### src/rtl/mem_arb_pkg.sv
// Shared types for the memory port arbiter: FSM state, grant memory and default latency.
package mem_arb_pkg;

   localparam int MEM_LAT_DEFAULT = 2;

   typedef enum logic [1:0] {
      IDLE   = 2'd0,
      WAIT_I = 2'd1,
      WAIT_D = 2'd2
   } arb_state_e;

   typedef enum logic {
      GRANT_I = 1'b0,
      GRANT_D = 1'b1
   } grant_e;

endpackage

### src/rtl/mem_port_arbiter_if.sv
// Fetch port, data port and single-port memory command bundle seen by the arbiter.
interface mem_port_arbiter_if
   import mem_arb_pkg::*;
#(
   parameter int AW = 32
);
   logic          if_req;
   logic [AW-1:0] if_addr;
   logic          if_flush;
   logic [31:0]   if_rdata;
   logic          if_valid;
   logic          if_stall;

   logic          d_req;
   logic          d_we;
   logic [AW-1:0] d_addr;
   logic [31:0]   d_wdata;
   logic [3:0]    d_be;
   logic [31:0]   d_rdata;
   logic          d_valid;
   logic          d_stall;

   logic          mem_en;
   logic          mem_we;
   logic [AW-1:0] mem_addr;
   logic [31:0]   mem_wdata;
   logic [3:0]    mem_be;
   logic [31:0]   mem_rdata;

   arb_state_e    arb_state;

   // Requests are levels held until the matching valid pulse; valid lasts one
   // cycle and a port is not re-granted in its own valid cycle.
   modport slave (
      input  if_req, if_addr, if_flush, d_req, d_we, d_addr, d_wdata, d_be, mem_rdata,
      output if_rdata, if_valid, if_stall, d_rdata, d_valid, d_stall,
      output mem_en, mem_we, mem_addr, mem_wdata, mem_be, arb_state
   );

   modport master (
      output if_req, if_addr, if_flush, d_req, d_we, d_addr, d_wdata, d_be, mem_rdata,
      input  if_rdata, if_valid, if_stall, d_rdata, d_valid, d_stall,
      input  mem_en, mem_we, mem_addr, mem_wdata, mem_be, arb_state
   );

endinterface

### src/rtl/mem_port_arbiter.sv
// Arbitrates fetch and data ports onto one fixed-latency memory port, one transaction in flight.
module mem_port_arbiter
   import mem_arb_pkg::*;
#(
   parameter int MEM_LAT = MEM_LAT_DEFAULT,
   parameter int AW      = 32
) (
   input  logic              clk,
   input  logic              rst,
   mem_port_arbiter_if.slave bus
);

   localparam int            CW       = $clog2(MEM_LAT + 1);
   localparam logic [CW-1:0] LAT_LOAD = CW'(MEM_LAT);

   arb_state_e    state_q, state_d;
   logic [CW-1:0] cnt_q, cnt_d;
   grant_e        last_q, last_d;
   logic          flush_q, flush_d;
   logic          if_valid_q, if_valid_d;
   logic          d_valid_q, d_valid_d;
   logic [31:0]   if_rdata_q, if_rdata_d;
   logic [31:0]   d_rdata_q, d_rdata_d;
   logic [AW-1:0] addr_q, addr_d;
   logic [31:0]   wdata_q, wdata_d;
   logic [3:0]    be_q, be_d;

   logic          if_elig, d_elig, grant_i, issue, flushed;
   logic          mem_en, mem_we;
   logic [AW-1:0] mem_addr;
   logic [31:0]   mem_wdata;
   logic [3:0]    mem_be;

   always_comb begin
      if_elig    = bus.if_req & ~if_valid_q;
      d_elig     = bus.d_req & ~d_valid_q;
      grant_i    = if_elig & (~d_elig | (last_q == GRANT_D));
      issue      = ~rst & (state_q == IDLE) & (if_elig | d_elig);
      flushed    = flush_q | bus.if_flush;
      state_d    = state_q;
      cnt_d      = cnt_q;
      last_d     = last_q;
      flush_d    = flush_q;
      if_valid_d = 1'b0;
      d_valid_d  = 1'b0;
      if_rdata_d = if_rdata_q;
      d_rdata_d  = d_rdata_q;
      mem_en     = 1'b0;
      mem_we     = 1'b0;
      mem_addr   = addr_q;
      mem_wdata  = wdata_q;
      mem_be     = be_q;

      unique case (state_q)
         IDLE: begin
            if (issue) begin
               mem_en  = 1'b1;
               flush_d = 1'b0;
               cnt_d   = LAT_LOAD;
               if (grant_i) begin
                  mem_addr = bus.if_addr;
                  mem_be   = 4'hF;
                  last_d   = GRANT_I;
                  state_d  = WAIT_I;
               end else begin
                  mem_we    = bus.d_we;
                  mem_addr  = bus.d_addr;
                  mem_wdata = bus.d_wdata;
                  mem_be    = bus.d_be;
                  last_d    = GRANT_D;
                  // Writes need no response slot: acknowledge next cycle from IDLE.
                  if (bus.d_we) begin
                     d_valid_d = 1'b1;
                     cnt_d     = '0;
                  end else begin
                     state_d = WAIT_D;
                  end
               end
            end
         end
         WAIT_I, WAIT_D: begin
            if (cnt_q != '0) cnt_d = cnt_q - CW'(1);
            if (state_q == WAIT_I) flush_d = flushed;
            if (cnt_q <= CW'(1)) begin
               state_d = IDLE;
               if (state_q == WAIT_D) begin
                  d_valid_d = 1'b1;
                  d_rdata_d = bus.mem_rdata;
               end else if (!flushed) begin
                  if_valid_d = 1'b1;
                  if_rdata_d = bus.mem_rdata;
               end
            end
         end
         default: state_d = IDLE;
      endcase

      addr_d  = mem_addr;
      wdata_d = mem_wdata;
      be_d    = mem_be;
   end

   always_ff @(posedge clk) begin
      if (rst) begin
         state_q    <= IDLE;
         cnt_q      <= '0;
         last_q     <= GRANT_I;
         flush_q    <= 1'b0;
         if_valid_q <= 1'b0;
         d_valid_q  <= 1'b0;
         if_rdata_q <= '0;
         d_rdata_q  <= '0;
         addr_q     <= '0;
         wdata_q    <= '0;
         be_q       <= '0;
      end else begin
         state_q    <= state_d;
         cnt_q      <= cnt_d;
         last_q     <= last_d;
         flush_q    <= flush_d;
         if_valid_q <= if_valid_d;
         d_valid_q  <= d_valid_d;
         if_rdata_q <= if_rdata_d;
         d_rdata_q  <= d_rdata_d;
         addr_q     <= addr_d;
         wdata_q    <= wdata_d;
         be_q       <= be_d;
      end
   end

   // Valids are masked while reset is held so stalls track the raw requests.
   assign bus.if_valid  = if_valid_q & ~rst;
   assign bus.d_valid   = d_valid_q & ~rst;
   assign bus.if_rdata  = if_rdata_q;
   assign bus.d_rdata   = d_rdata_q;
   assign bus.if_stall  = bus.if_req & ~(if_valid_q & ~rst);
   assign bus.d_stall   = bus.d_req & ~(d_valid_q & ~rst);
   assign bus.mem_en    = mem_en;
   assign bus.mem_we    = mem_we;
   assign bus.mem_addr  = mem_addr;
   assign bus.mem_wdata = mem_wdata;
   assign bus.mem_be    = mem_be;
   assign bus.arb_state = state_q;

endmodule

### src/flat_wrapper.sv
// flat-port wrapper written by rule: the top's interface ports become plain ports
module mem_port_arbiter_flat import mem_arb_pkg::*;
#(
   parameter int MEM_LAT = MEM_LAT_DEFAULT,
   parameter int AW      = 32
)
  (clk, rst, bus_if_req, bus_if_addr, bus_if_flush, bus_d_req, bus_d_we, bus_d_addr, bus_d_wdata, bus_d_be, bus_mem_rdata, bus_if_rdata, bus_if_valid, bus_if_stall, bus_d_rdata, bus_d_valid, bus_d_stall, bus_mem_en, bus_mem_we, bus_mem_addr, bus_mem_wdata, bus_mem_be, bus_arb_state);
  mem_port_arbiter_if #(.AW(AW)) bus_i ();
  input  logic clk;
  input  logic rst;
  input wire logic [$bits(bus_i.if_req)-1:0] bus_if_req;
  input wire logic [$bits(bus_i.if_addr)-1:0] bus_if_addr;
  input wire logic [$bits(bus_i.if_flush)-1:0] bus_if_flush;
  input wire logic [$bits(bus_i.d_req)-1:0] bus_d_req;
  input wire logic [$bits(bus_i.d_we)-1:0] bus_d_we;
  input wire logic [$bits(bus_i.d_addr)-1:0] bus_d_addr;
  input wire logic [$bits(bus_i.d_wdata)-1:0] bus_d_wdata;
  input wire logic [$bits(bus_i.d_be)-1:0] bus_d_be;
  input wire logic [$bits(bus_i.mem_rdata)-1:0] bus_mem_rdata;
  output wire logic [$bits(bus_i.if_rdata)-1:0] bus_if_rdata;
  output wire logic [$bits(bus_i.if_valid)-1:0] bus_if_valid;
  output wire logic [$bits(bus_i.if_stall)-1:0] bus_if_stall;
  output wire logic [$bits(bus_i.d_rdata)-1:0] bus_d_rdata;
  output wire logic [$bits(bus_i.d_valid)-1:0] bus_d_valid;
  output wire logic [$bits(bus_i.d_stall)-1:0] bus_d_stall;
  output wire logic [$bits(bus_i.mem_en)-1:0] bus_mem_en;
  output wire logic [$bits(bus_i.mem_we)-1:0] bus_mem_we;
  output wire logic [$bits(bus_i.mem_addr)-1:0] bus_mem_addr;
  output wire logic [$bits(bus_i.mem_wdata)-1:0] bus_mem_wdata;
  output wire logic [$bits(bus_i.mem_be)-1:0] bus_mem_be;
  output wire logic [$bits(bus_i.arb_state)-1:0] bus_arb_state;
  assign bus_i.if_req = bus_if_req;
  assign bus_i.if_addr = bus_if_addr;
  assign bus_i.if_flush = bus_if_flush;
  assign bus_i.d_req = bus_d_req;
  assign bus_i.d_we = bus_d_we;
  assign bus_i.d_addr = bus_d_addr;
  assign bus_i.d_wdata = bus_d_wdata;
  assign bus_i.d_be = bus_d_be;
  assign bus_i.mem_rdata = bus_mem_rdata;
  assign bus_if_rdata = bus_i.if_rdata;
  assign bus_if_valid = bus_i.if_valid;
  assign bus_if_stall = bus_i.if_stall;
  assign bus_d_rdata = bus_i.d_rdata;
  assign bus_d_valid = bus_i.d_valid;
  assign bus_d_stall = bus_i.d_stall;
  assign bus_mem_en = bus_i.mem_en;
  assign bus_mem_we = bus_i.mem_we;
  assign bus_mem_addr = bus_i.mem_addr;
  assign bus_mem_wdata = bus_i.mem_wdata;
  assign bus_mem_be = bus_i.mem_be;
  assign bus_arb_state = bus_i.arb_state;
  mem_port_arbiter #(.MEM_LAT(MEM_LAT), .AW(AW)) u_core (.clk(clk), .rst(rst), .bus(bus_i));
endmodule
### config.mk
export PLATFORM = sky130hd
export DESIGN_NAME = mem_port_arbiter_flat
export DESIGN_NICKNAME = d
export VERILOG_FILES = /design/src/rtl/mem_arb_pkg.sv /design/src/rtl/mem_port_arbiter_if.sv /design/src/rtl/mem_port_arbiter.sv /design/src/flat_wrapper.sv
export SDC_FILE = /design/constraint.sdc
export NUM_CORES = 1
export LEC_CHECK = 0
export ABC_AREA = 0
export BUFFER_PORTS_ARGS = -buffer_cell sky130_fd_sc_hd__buf_2
export CAP_MARGIN = 20
export CELL_PAD_IN_SITES_DETAIL_PLACEMENT = 0
export CELL_PAD_IN_SITES_GLOBAL_PLACEMENT = 1
export CORE_UTILIZATION = 34
export DETAILED_ROUTE_END_ITERATION = 10
export HOLD_SLACK_MARGIN = 0.03
export PLACE_DENSITY = 0.91
export SLEW_MARGIN = 20
export SYNTH_ARGS = -nofsm -noshare
export SYNTH_HDL_FRONTEND = slang
export SYNTH_SLANG_ARGS = --single-unit
### constraint.sdc
create_clock -name clk -period 2.5 [get_ports clk]
set_input_delay 0.375 -clock clk [delete_from_list [all_inputs] [get_ports clk]]
set_output_delay 0.375 -clock clk [all_outputs]
set_load 0.02 [all_outputs]
==> results.yml, run 1 <==
synth:
  synth_cell_type_count: 41
  synth_top_cell_by_area: "dfxtp_1"
  yosysMostFrequentCell: "dfxtp_1"
  synth_common_cells: "140 x dfxtp_1, 130 x nand2_1, 69 x nor2_1"
  synth_area_per_cell_um2: 8.96
  synth_edf_count: 0
  yosys_warnings: 0
  synth.area.top_cells: "dfxtp_1 46%, nand2_1 8.0%, mux2_4 6.4%"
  yosysSeqAreaShare_pct: 46.0
  async_flop_share_pct: 0
  postSynthCellCount: 680
  synthesis.area_um2: 6100
  synth_ff_type: "dfxtp_1"
  synthesis.nets: 825
  ys_seq_elements: 140
  yosysTopAreaCellShare_pct: 46.0
final_layout:
  fin_area_um2: 8540
  drive_gt1_share_pct: 44.3
  final_nets: 1101
  syn_to_final_growth_pct: 40.1
  n_antenna_cell: 0
  fillers: 1703
floorplan:
  floorplan.rows: 48
  die_w_um: 136
  initial_core_util_pct: 35.0
  core_area_um2: 17400
  dieArea_um2: 18500
  die_h_um: 136
  ios: 278
power_and_ir_drop:
  power_w: 0.00702
  ir_worst_vdd_v: 0.000487
  p_leak_nw: 4.04
  powerDensity_nw_per_um2: 822
timing:
  setup_viol: 0
  final.setup.tns_ns: 0
  hold_viol_final: 0
  fmaxAchievable_mhz: 413
  fin_crit_sh_pct: 96.9
  finClkSkew_ns: 0.00923
  slew_viol_final: 0
  layout_min_cycle_time_ns: 2.42
  worst_slack_ns: 0.0787
  slew_headroom_pct: 51.6
  whs_ns: 0.203
  tightest_slew_ns: 0.727
global_routing:
  grt_overflow: 0
  grt_pass1_vias: 5294
  grt_max_degree: 68
  grt_pass1_wl_um: 26600
  grtUsageTotal_pct: 18.4
  grt_antenna_before_repair: 0
detailed_routing:
  route.antenna.remaining_nets: 0
  vias: 5688
  wl_per_cell_um: 14.8
  firstDrtPassIters: 4
  drt_iter0_drc: 251
  wl_um: 17700
  viasPerCell: 4.76
  drcViolationCount: 0
setup_path:
  rrSetupSlack_ns: 0.76
  max_stage_delay_ns: 0.37
  r2r-end: "u_core.wdata_q[17]"
  worstPathArrival_ns: 2.05
  crit_required_ns: 2.12
  endpoint_kind: "output port"
  crit_type: "reg2out"
  startpoint_type: "flop"
  worst-path-max-fanout: 6
  path_cells: "inv_2 > ha_4 > and2b_4 > o211ai_4 > buf_6 > clkbuf_16 > mux2_4 > buf_2"
  slowest_stage: "dfxtp_4"
  r2r_cells: 8
  regToRegStartpoint: "u_core.bus.arb_state[1]"
clock_tree:
  clk_pin_slew_worst_paths_ns: 0.07
  cts_made_buffers: 17
  cts_tree: "built"
  cts_root_buffer: "clkbuf_16"
  clock-sinks: 140
  clkLatencyLatePin_ns: 0.41
  clockBufferDepth: 2
  cts-htree-levels: 4
  holdBufCountCts: 0
run:
  maxCapViolCount: 0
place:
  port_buffers: 277
  place_ws_ns: 0.146
  dp_hpwl_um: 12000
  routabilityCongestion: 0.817
  dpl_cell_area_um2: 7690
outcome:
  outcome: "finished, final reports clean"
min_path:
  hp-class: "in2reg"
  hp-start: "bus_mem_rdata[25]"
  holdPathEnd: "u_core.bus.d_rdata[25]"
  whs_path_depth: 3
==> power by group <==
group | internal [W] | switching (W)
clock | 0.00152 | 0.00104
sequential | 0.00243 | 0.0000752
combinational | 0.000786 | 0.00117
==> metal layers <==
metal | GRT usage [%] | vias to the layer above | part of all wire [%]
li1 | - | 2856 | -
met2 | 30.9 | 202 | 48
met4 | 6.73 | 0 | 1.4
met3 | 4.85 | 17 | 6.9
met5 | 0 | - | 0
met1 | 22.5 | 2613 | 44
==> worst max path at each step <==
stage                                       start                 to  slack [ns]  cells after the start
after CTS                 u_core.bus.arb_state[0]  bus_mem_wdata[26]       0.001                      8
after floorplan           u_core.bus.arb_state[0]   bus_mem_addr[22]        0.24                      9
final                     u_core.bus.arb_state[1]  bus_mem_wdata[17]        0.08                      8
after detailed placement                bus_d_req    bus_mem_addr[1]        0.15                      7
after global routing                u_core.last_q    bus_mem_addr[5]      -0.003                      6
after global placement                  bus_d_req    bus_mem_addr[1]        0.14                      7
==> timing repair <==
item	in CTS	in global routing
setup buffers	5	2
gates cloned	2	2
endpoints found under the hold margin	0	0
resized for setup	16	16
endpoints found under the setup margin	66	62
pin swaps	2	11
==> final cells by class <==
| cell class | count | area [µm²] | area share (%) |
|---|---|---|---|
| Timing Repair Buffer | 307 | 1760 | 20.7 |
| Tap cell | 225 | 282 | 3.30 |
| Clock inverter | 14 | 159 | 1.86 |
| Sequential cell | 140 | 2810 | 32.9 |
| Multi-Input combinational cell | 483 | 3060 | 35.8 |
| Inverter | 7 | 26.3 | 0.308 |
| Clock buffer | 18 | 439 | 5.14 |
==> worst max-delay path, delay by kind of cell, from the launching register on <==
kind | cells | cell delay (ns)
AO/OA/AOI/OAI | 1 | 0.08
buffers and inverters | 4 | 0.55
adder cells (fa/ha/maj) | 1 | 0.15
flip-flops | 1 | 0.37
multiplexers | 1 | 0.29
AND/OR/NAND/NOR | 1 | 0.18
==> state kept, by name, indices dropped and copies added, names as in the netlist <==
register	flops
u_core.addr_q	32
u_core.be_q	4
u_core.bus.arb_state	2
u_core.bus.d_rdata	32
u_core.bus.if_rdata	32
u_core.cnt_q	2
u_core.d_valid_q	1
u_core.flush_q	1
u_core.if_valid_q	1
u_core.last_q	1
u_core.wdata_q	32
==> logic make-up after synthesis <==
logic type	after synthesis	synth area share [%]
mux	32	7.51
flops	140	46.0
buf+inv	58	5.01
fa+ha+maj	7	1.44
simple gates	326	25.6
compound gates	117	14.5
==> layout by cell type (no fill, tap or decap), types with 3 or more instances in the layout <==
cell type,synthesis,routed
a211oi_2,29,30
clkbuf_16,0,18
nand3_1,4,4
and3_4,9,9
buf_6,10,6
a21oi_1,68,68
inv_6,0,3
buf_4,1,20
o22a_1,4,4
clkinvlp_4,0,3
buf_12,0,5
dfxtp_1,140,137
inv_2,1,3
buf_2,7,273
nor3_1,35,35
mux2_2,6,6
and2_1,38,38
and3_1,24,24
mux2_4,26,26
nand2_1,130,130
nor2b_1,6,5
ha_1,7,6
a211oi_4,0,3
nor2_1,69,69
inv_1,6,4
==> per-stage QoR <==
step	utilization [%]	cells
after floorplan	-	680
after global placement	44.2	1151
after detailed placement	44.2	1151
after CTS	48.4	1190
after global routing	49.0	1194
final	49.0	1194
(Power assumes the default switching activity.)
==> inputs of run 2 (changes only) <==
- REMOVE_ABC_BUFFERS: unset -> 1
==> run 2 against run 1 <==
Net effect: worst setup slack lost 0.019 ns; via count is 0.14% higher; first-iteration DRC count shrank 24%; cell count decreased by 0.34%; wire length grew 2.3%.
==> results.yml, run 2 (synthesis gave the netlist of run 1 again) <==
place:
  routabilityCongestion: 0.771
  dpl_cell_area_um2: 7670
  dp_hpwl_um: 12300
  port_buffers: 277
power_and_ir_drop:
  p_clk_share_pct: 35.4
  p_comb_share_pct: 28.6
  seqPwrFrac_pct: 36.0
  powerDensity_nw_per_um2: 814
  p_int_w: 0.00467
  power.switching_w: 0.00229
  switching_share_pct: 32.9
  p_leak_nw: 4.04
  ir_worst_vdd_v: 0.000474
global_routing:
  grt_antenna_before_repair: 0
  grt_pass1_wl_um: 27200
  grt_pass1_vias: 5384
  grt_max_degree: 70
  grt_overflow: 0
  grtUsageTotal_pct: 19.1
detailed_routing:
  vias: 5696
  route.antenna.remaining_nets: 0
  viasPerCell: 4.79
  drt_iter0_drc: 191
  wl_per_cell_um: 15.2
  drcViolationCount: 0
  firstDrtPassIters: 4
  wl_um: 18100
floorplan:
  floorplan.rows: 48
  dieArea_um2: 18500
  core_area_um2: 17400
  ios: 278
  die_w_um: 136
  die_h_um: 136
  initial_core_util_pct: 35.0
timing:
  whs_ns: 0.200
  fmaxAchievable_mhz: 410
  layout_min_cycle_time_ns: 2.44
  finClkSkew_ns: 0.0119
  slew_viol_final: 0
  setup_viol: 0
  tightest_slew_ns: 0.859
  hold_viol_final: 0
  slew_headroom_pct: 42.7
  fin_crit_sh_pct: 97.6
  rsz0062_at_grt: "yes"
final_layout:
  fin_area_um2: 8560
  mostFrequentLayoutCell: "buf_2"
  final_util_pct: 49.2
  n_antenna_cell: 0
  final_cell_mix: "264 x buf_2, 137 x dfxtp_1, 130 x nand2_1, 69 x nor2_1, 68 x a21oi_1"
  final_nets: 1097
  drive_gt1_share_pct: 43.9
  syn_to_final_growth_pct: 40.5
clock_tree:
  cts_tree: "built"
  cts_root_buffer: "clkbuf_16"
  clkLatencyLatePin_ns: 0.42
  cts-htree-levels: 4
  clock-sinks: 140
  holdBufCountCts: 0
  clk_pin_slew_worst_paths_ns: 0.07
  clockBufferDepth: 2
  cts_made_buffers: 17
setup_path:
  worstPathArrival_ns: 2.07
  worst-path-max-fanout: 8
  rrSetupSlack_ns: 0.76
  cp_top_family: "buffers and inverters"
  crit_type: "reg2out"
  max_stage_delay_ns: 0.34
  startpoint_type: "flop"
  slowest_stage: "dfxtp_1"
  cp_num_buf_inv: 2
  endpoint_kind: "output port"
  path_cells: "nand2b_2 > o211ai_4 > bufbuf_16 > mux2_4 > buf_2"
  crit_required_ns: 2.12
min_path:
  hp-class: "in2reg"
outcome:
  outcome: "finished, final reports clean"
run:
  maxCapViolCount: 0
run 2: path summary, 6_finish.rpt:
| path | from | to | depth (start not counted) |
|---|---|---|---|
| worst max-delay path | u_core.if_valid_q | bus_mem_wdata[16] | 5 |
| worst min-delay path | bus_mem_rdata[16] | u_core.bus.d_rdata[16] | 3 |
| worst max register to register | u_core.if_valid_q | u_core.wdata_q[16] | 5 |
| worst min register to register | u_core.bus.d_rdata[0] | u_core.bus.d_rdata[0] | 2 |
run 2: layer usage:
metal	up-vias	global-route usage [%]	share of wire [%]
li1	2844	-	-
met1	2624	22.3	43
met2	215	33.3	48
met3	13	5.41	7.5
met4	0	6.30	1.1
met5	-	0	0
run 2: power groups by stage:
stage / Sequential (W) / Combinational (W) / Clock, W
2_1_floorplan: 0.00263 / 0.00107 / 0
3_3_place_gp: 0.00255 / 0.00182 / 0
3_5_place_dp: 0.00256 / 0.00183 / 0
4_1_cts: 0.00251 / 0.00189 / 0.00253
5_1_grt: 0.00253 / 0.00217 / 0.00264
6_report: 0.00251 / 0.00199 / 0.00246
run 2: worst register-to-register path, cell delays in order, from the launching register on:
cell	delay, ns
dfxtp_1	0.34
nand2b_2	0.24
o211ai_4	0.28
bufbuf_16	0.33
mux2_4	0.30
and2_1	0.15
run 2: layout make-up:
class | instances | area [µm²]
clock buffers | 19 | 443
well taps | 225 | 282
flip-flops and latches | 140 | 2810
fillers | 1718 | 8850
multi-input cells | 482 | 3070
clock inverters | 13 | 134
inverters | 7 | 28.8
repair buffers | 304 | 1800
run 2: through the flow:
stage	TNS (ns)	instances	setup slack, ns	total power [W]
2_1_floorplan	-41.82	629	-0.805	0.00370
3_3_place_gp	0	1148	0.252	0.00437
3_5_place_dp	0	1148	0.231	0.00439
4_1_cts	0	1186	0.00619	0.00693
5_1_grt	-0.0801	1190	-0.0210	0.00733
6_report	0	1190	0.0600	0.00697
run 2: repair_timing:
item / CTS / global route
cloned: 2 / 3
endpoints found under the setup margin: 61 / 47
setup buffers: 4 / 1
pin swaps: 1 / 17
gates resized for setup: 12 / 29
